===== config.mk =====
export PLATFORM = sky130hd
export DESIGN_NAME = multdiv_iter
export DESIGN_NICKNAME = d
export VERILOG_FILES = /design/src/rtl/multdiv_pkg.sv /design/src/rtl/multdiv_step.sv /design/src/rtl/multdiv_iter.sv
export SDC_FILE = /design/constraint.sdc
export NUM_CORES = 1
export LEC_CHECK = 0
export CORE_MARGIN = 2
export CORE_UTILIZATION = 60
export CTS_BUF_LIST = sky130_fd_sc_hd__clkbuf_2 sky130_fd_sc_hd__clkbuf_4 sky130_fd_sc_hd__clkbuf_8
export CTS_CLUSTER_SIZE = 40
export DETAILED_ROUTE_END_ITERATION = 8
export PLACE_DENSITY = 0.8
export SYNTH_ARGS = -nofsm -noshare
export SYNTH_HDL_FRONTEND = slang
export SYNTH_HIERARCHICAL = 1
export SYNTH_SLANG_ARGS = --single-unit
export TNS_END_PERCENT = 20

===== constraint.sdc =====
create_clock -name clock -period 5.44 [get_ports clock]
set_clock_uncertainty 0.05 [all_clocks]
set_input_delay 1.088 -clock clock [delete_from_list [all_inputs] [get_ports clock]]
set_output_delay 1.088 -clock clock [all_outputs]
set_load 0.01 [all_outputs]

===== src/rtl/multdiv_pkg.sv =====
// multdiv_pkg: shared widths, FSM encoding and helpers for the iterative multiply/divide unit
package multdiv_pkg;
  localparam int WIDTH = 32;
  localparam int CNT_W = 6;
  localparam logic [CNT_W-1:0] ITER_LAST = CNT_W'(WIDTH - 1);
  localparam logic [WIDTH-1:0] INT_MIN = 32'h8000_0000;
  typedef enum logic [1:0] {S_IDLE, S_MUL, S_DIV, S_DONE} state_e;
  function automatic logic [WIDTH-1:0] mag(input logic [WIDTH-1:0] v);
    return v[WIDTH-1] ? WIDTH'(-v) : v;
  endfunction
endpackage


===== src/rtl/multdiv_step.sv =====
// multdiv_step: one radix-2 Booth step or one non-restoring divide step sharing a single 33-bit add/sub
module multdiv_step
  import multdiv_pkg::*;
(
  input  logic               op_div,
  input  logic [2*WIDTH:0]   p_in,
  input  logic [WIDTH-1:0]   m_in,
  output logic [2*WIDTH:0]   p_out
);
  logic [WIDTH:0] a_op;
  logic [WIDTH:0] b_op;
  logic [WIDTH:0] sum;
  logic           sub;
  // MUL packs {acc,Q,q-1}; DIV packs {rem[32:0],quotient}; the 33-bit adder keeps the Booth acc from overflowing on INT_MIN
  always_comb begin
    a_op  = op_div ? {p_in[2*WIDTH-1:WIDTH], p_in[WIDTH-1]} : {p_in[2*WIDTH], p_in[2*WIDTH:WIDTH+1]};
    b_op  = op_div ? {1'b0, m_in} : ((p_in[1] ^ p_in[0]) ? {m_in[WIDTH-1], m_in} : '0);
    sub   = op_div ? ~p_in[2*WIDTH] : (p_in[1] & ~p_in[0]);
    sum   = sub ? a_op - b_op : a_op + b_op;
    p_out = op_div ? {sum, p_in[WIDTH-2:0], ~sum[WIDTH]} : {sum, p_in[WIDTH:1]};
  end
endmodule


===== src/rtl/multdiv_iter.sv =====
// multdiv_iter: multi-cycle signed 32-bit multiply/divide; MULTDIV_EARLY_EXC_EN finishes divide-by-zero after one edge
module multdiv_iter
  import multdiv_pkg::*;
(
  input  logic             clock,
  input  logic             reset_n,
  input  logic [WIDTH-1:0] data_operandA,
  input  logic [WIDTH-1:0] data_operandB,
  input  logic             ctrl_MULT,
  input  logic             ctrl_DIV,
  output logic [WIDTH-1:0] data_result,
  output logic             data_exception,
  output logic             data_resultRDY
);
  state_e             state_q, state_d;
  logic [CNT_W-1:0]   cnt_q, cnt_d;
  logic [2*WIDTH:0]   p_q, p_d, p_step;
  logic [WIDTH-1:0]   m_q, m_d;
  logic               neg_q, neg_d, bz_q, bz_d;
  logic [WIDTH-1:0]   res_q, res_d;
  logic               exc_q, exc_d, rdy_q, rdy_d;
  logic [2*WIDTH-1:0] prod;
  logic [WIDTH-1:0]   quot, fin_res;
  logic               fin_exc;

  multdiv_step u_step (
    .op_div (state_q == S_DIV),
    .p_in   (p_q),
    .m_in   (m_q),
    .p_out  (p_step)
  );

  // Final result: product low word with overflow check, or sign-fixed quotient with div-by-zero/overflow flags
  always_comb begin
    prod    = p_q[2*WIDTH:1];
    quot    = p_q[WIDTH-1:0];
    fin_res = (state_q == S_MUL) ? prod[WIDTH-1:0] : bz_q ? '0 : neg_q ? WIDTH'(-quot) : quot;
    fin_exc = (state_q == S_MUL) ? ~((&prod[2*WIDTH-1:WIDTH-1]) | ~(|prod[2*WIDTH-1:WIDTH-1]))
                                 : bz_q | (~neg_q & (quot == INT_MIN));
  end

  // Next-state: a start pulse always wins and restarts; otherwise iterate, then publish and pulse ready
  always_comb begin
    state_d = state_q;
    cnt_d   = cnt_q;
    p_d     = p_q;
    m_d     = m_q;
    neg_d   = neg_q;
    bz_d    = bz_q;
    res_d   = res_q;
    exc_d   = exc_q;
    rdy_d   = 1'b0;
    if (ctrl_MULT | ctrl_DIV) begin
      state_d = ctrl_MULT ? S_MUL : S_DIV;
      cnt_d   = '0;
      m_d     = ctrl_MULT ? data_operandA : mag(data_operandB);
      p_d     = ctrl_MULT ? {{WIDTH{1'b0}}, data_operandB, 1'b0} : {{(WIDTH+1){1'b0}}, mag(data_operandA)};
      neg_d   = data_operandA[WIDTH-1] ^ data_operandB[WIDTH-1];
      bz_d    = ~|data_operandB;
    end else if (state_q == S_MUL || state_q == S_DIV) begin
`ifdef MULTDIV_EARLY_EXC_EN
      if (state_q == S_DIV && bz_q) begin
        state_d = S_DONE;
        res_d   = '0;
        exc_d   = 1'b1;
        rdy_d   = 1'b1;
      end else
`endif
      if (cnt_q <= ITER_LAST) begin
        p_d   = p_step;
        cnt_d = cnt_q + 1'b1;
      end else begin
        state_d = S_DONE;
        res_d   = fin_res;
        exc_d   = fin_exc;
        rdy_d   = 1'b1;
      end
    end else if (state_q == S_DONE) begin
      state_d = S_IDLE;
    end
  end

  // State and registered outputs; reset clears everything immediately
  always_ff @(posedge clock or negedge reset_n) begin
    if (!reset_n) begin
      state_q <= S_IDLE;
      cnt_q   <= '0;
      p_q     <= '0;
      m_q     <= '0;
      neg_q   <= 1'b0;
      bz_q    <= 1'b0;
      res_q   <= '0;
      exc_q   <= 1'b0;
      rdy_q   <= 1'b0;
    end else begin
      state_q <= state_d;
      cnt_q   <= cnt_d;
      p_q     <= p_d;
      m_q     <= m_d;
      neg_q   <= neg_d;
      bz_q    <= bz_d;
      res_q   <= res_d;
      exc_q   <= exc_d;
      rdy_q   <= rdy_d;
    end
  end

  assign data_result    = res_q;
  assign data_exception = exc_q;
  assign data_resultRDY = rdy_q;
endmodule


==> results.yml <==
cts:
  clk_latency_ps: 470
  cts_htree_levels: 4
  cts.hold.buffers_added: 0
  cts_setup_buffers: 0
  cts_buffers: 17
  tritoncts: "yes"
  clockBufferDepth: 2
  clock-root-buffer: "clkbuf_8"
  cts_resized: 0
  cts_sinks: 141
  clk_pin_slew_ps: 80
logic_synthesis:
  yosysTopAreaCellShare_pct: 28.7
  synth_top_flop_cell: "dfrtp_1"
  synth.area.top_cells: "dfrtp_1 (29%), mux2_2 (6.1%), nand2_1 (6.0%)"
  async_flop_share_pct: 100
  synth_seq_cells: 141
  synth.top_cells.by_count: "nand2_1 (196), dfrtp_1 (141), a21oi_1 (136), nor2_1 (115), o21ai_0 (94)"
  ys_warn_count: 6
  yosys.area.top_type: "dfrtp_1"
  synth_most_common_cell: "nand2_1"
  synth-seq-area-share_pct: 28.7
  synth_edf_count: 0
  synthCells: 1533
  syn_area_sq_um: 12300
  ys_types: 73
  avgSynthCellArea_sq_um: 8.02
  syn_nets: 1643
worst_setup_path:
  critPathCapture: "p_q[0]"
  r2r_slack_ps: 390
  crit_slowest_cell: "dfrtp_1"
  cp.required_ps: 5730
  cp.depth: 22
  crit_path_max_incr_delay_ps: 520
  worstPathMaxFanout: 9
  r2r-end: "p_q[0]"
  critPathLaunch: "p_q[0]"
  worstSetupPathType: "reg2reg"
  reg2reg_depth: 22
  worstReg2RegStart: "p_q[0]"
  arrival_ps: 5340
  setup.worst_path.end_class: "register"
  startpoint_type: "register"
  crit_top_cell: "a21oi_1"
  crit_chain: "inv_1 -> ha_1 -> nand2b_1 -> nand2_1 -> ha_1 -> nand2_1 -> a21oi_1 -> nor2_1 -> xor2_1 -> ha_1 -> and4_2 -> and3_1 -> a32oi_1 -> nand3_1 -> a31oi_1 -> o211ai_1 -> xnor2_1 -> a21oi_1 -> nand2_1 -> a21oi_1 -> a21oi_1 -> nor2_1"
  critPathTopFamily: "compound AO/OA/AOI/OAI gates"
  crit_buf_inv: 1
die:
  io_pins: 102
  fp-row-count: 52
  fp.dieH_um: 147
  initial_core_util_pct: 61.0
  die_area_sq_um: 21700
  die_w_um: 147
  core-area_sq_um: 20200
sta:
  hold_viol_final: 0
  maxSlewViolCount: 0
  worstMarginPinSlew_ps: 1200
  finalCritPeriodShare_pct: 92.9
  slew_headroom_pct: 19.9
  final-setup-viol-count: 0
  rsz0062_at_grt: "no"
  min_period_ps: 5050
  max_freq_ghz: 0.198
  fin_setup_tns_ps: 0
  hold_ws_ps: 429
pwr:
  totalPowerFinal_w: 0.00460
  powerDensity_nw_per_um2: 331
  max-vdd-ir-drop_v: 0.000202
  power.leakage_nw: 5.70
hold_path:
  hp-start: "data_result[10]"
  hold_class: "reg2reg"
placement:
  dp_hpwl_um: 28600
  place_congestion: 1.01
  portBuffers: 101
  dpl.cell_count: 1822
  placed_cell_area_sq_um: 13400
routing:
  via_count: 12500
  dr.pass1.iters: 6
  routed_wl_um: 40100
  viasPerCell: 6.73
  ant_nets: 0
  wire_per_inst_um: 21.6
  drc_errors: 0
  drt_iter0_drc: 1540
flow_run:
  cap_viol_max_count: 0
final_layout:
  fin_nets: 1681
  antenna_cells: 0
  final_cells: 1853
  final_layout_size_suffix_gt1_share_pct: 9.98
  area_growth_pct: 12.8
  fill_cells: 1687
  seq_area_sq_um: 3530
  multi_input_area_sq_um: 8200
  design_area_sq_um: 13900
global_route:
  grtUsageTotal_pct: 37.1
  grt_max_degree: 108
  antenna_found_initial: 0
  grt_overflow: 0
  grt_pass1_wl_um: 64100
  grt_pass1_vias: 11500
run_status:
  status: "completed"
-- layer usage --
layer | part of all wire (%) | global-route usage [%] | vias to the layer above
met4 | 2.9 | 11.9 | 0
met3 | 10 | 7.95 | 87
met2 | 44 | 55.3 | 741
met5 | 0 | 0 | -
li1 | - | - | 5729
met1 | 43 | 53.8 | 5922
-- layout make-up --
cell class | instances | area share (%)
multi-input combinational | 1245 | 59.1
tap | 270 | 2.43
clock inverter | 13 | 1.70
clock buffer | 18 | 1.74
inverter | 43 | 1.16
timing repair buffer | 123 | 8.41
sequential | 141 | 25.4
-- metrics by stage --
stage	setup WS (ps)	utilization [%]
after CTS	550	68.8
after global placement	769	66.4
after floorplan	560	-
after global routing	31.3	68.8
final	387	68.8
after detailed placement	572	66.4
-- where the power goes --
part	switching [W]	internal, W
Clock	0.000451	0.000600
Sequential	0.000242	0.00116
Combinational	0.00124	0.000905
Total	0.00193	0.00267
-- flip-flops by register name, summed over array words and instances (netlist names) --
signal and flops:
data_resultRDY 1, p_q 65, state_q 2, data_result 32, m_q 32, bz_q 1, data_exception 1, neg_q 1
cnt_q 6
-- tightest hold or removal path: stages (launching register included) --
cell and delay (ps):
dfrtp_1 340, nand2_1 50, o21ai_0 60
-- worst min-delay path by stage --
stage | end | slack [ps] | cells after the start
floorplan | bz_q | 420 | 2
global placement | data_result[16] | 410 | 2
detailed placement | data_result[10] | 420 | 2
CTS | data_result[10] | 440 | 2
global route | data_result[15] | 470 | 2
finish | data_result[10] | 430 | 2
-- logic make-up after synthesis --
family / count (synthesis) / share of synthesized area [%]
AO/OA/AOI/OAI: 457 / 24.8
XOR/XNOR: 120 / 8.55
adder cells (fa/ha/maj): 42 / 4.33
buffers and inverters: 147 / 4.75
flip-flops: 141 / 28.7
multiplexers: 84 / 7.52
AND/OR/NAND/NOR: 542 / 21.4
-- cell usage in the layout (no fill, tap or decap), types with 17 or more instances in the layout --
master / n
a21o_1: 17
a21oi_1: 136
a22oi_1: 23
buf_4: 22
clkbuf_8: 17
clkdlybuf4s50_1: 98
dfrtp_1: 141
ha_1: 40
inv_1: 43
mux2_2: 67
nand2_1: 196
nand3_1: 44
nand4_1: 23
nor2_1: 112
nor3_1: 27
nor4_1: 29
o21ai_0: 94
o31ai_1: 26
o41ai_1: 25
or3_1: 25
xnor2_1: 52
xor2_1: 68
Note: power is estimated with default switching activity, not from simulation.
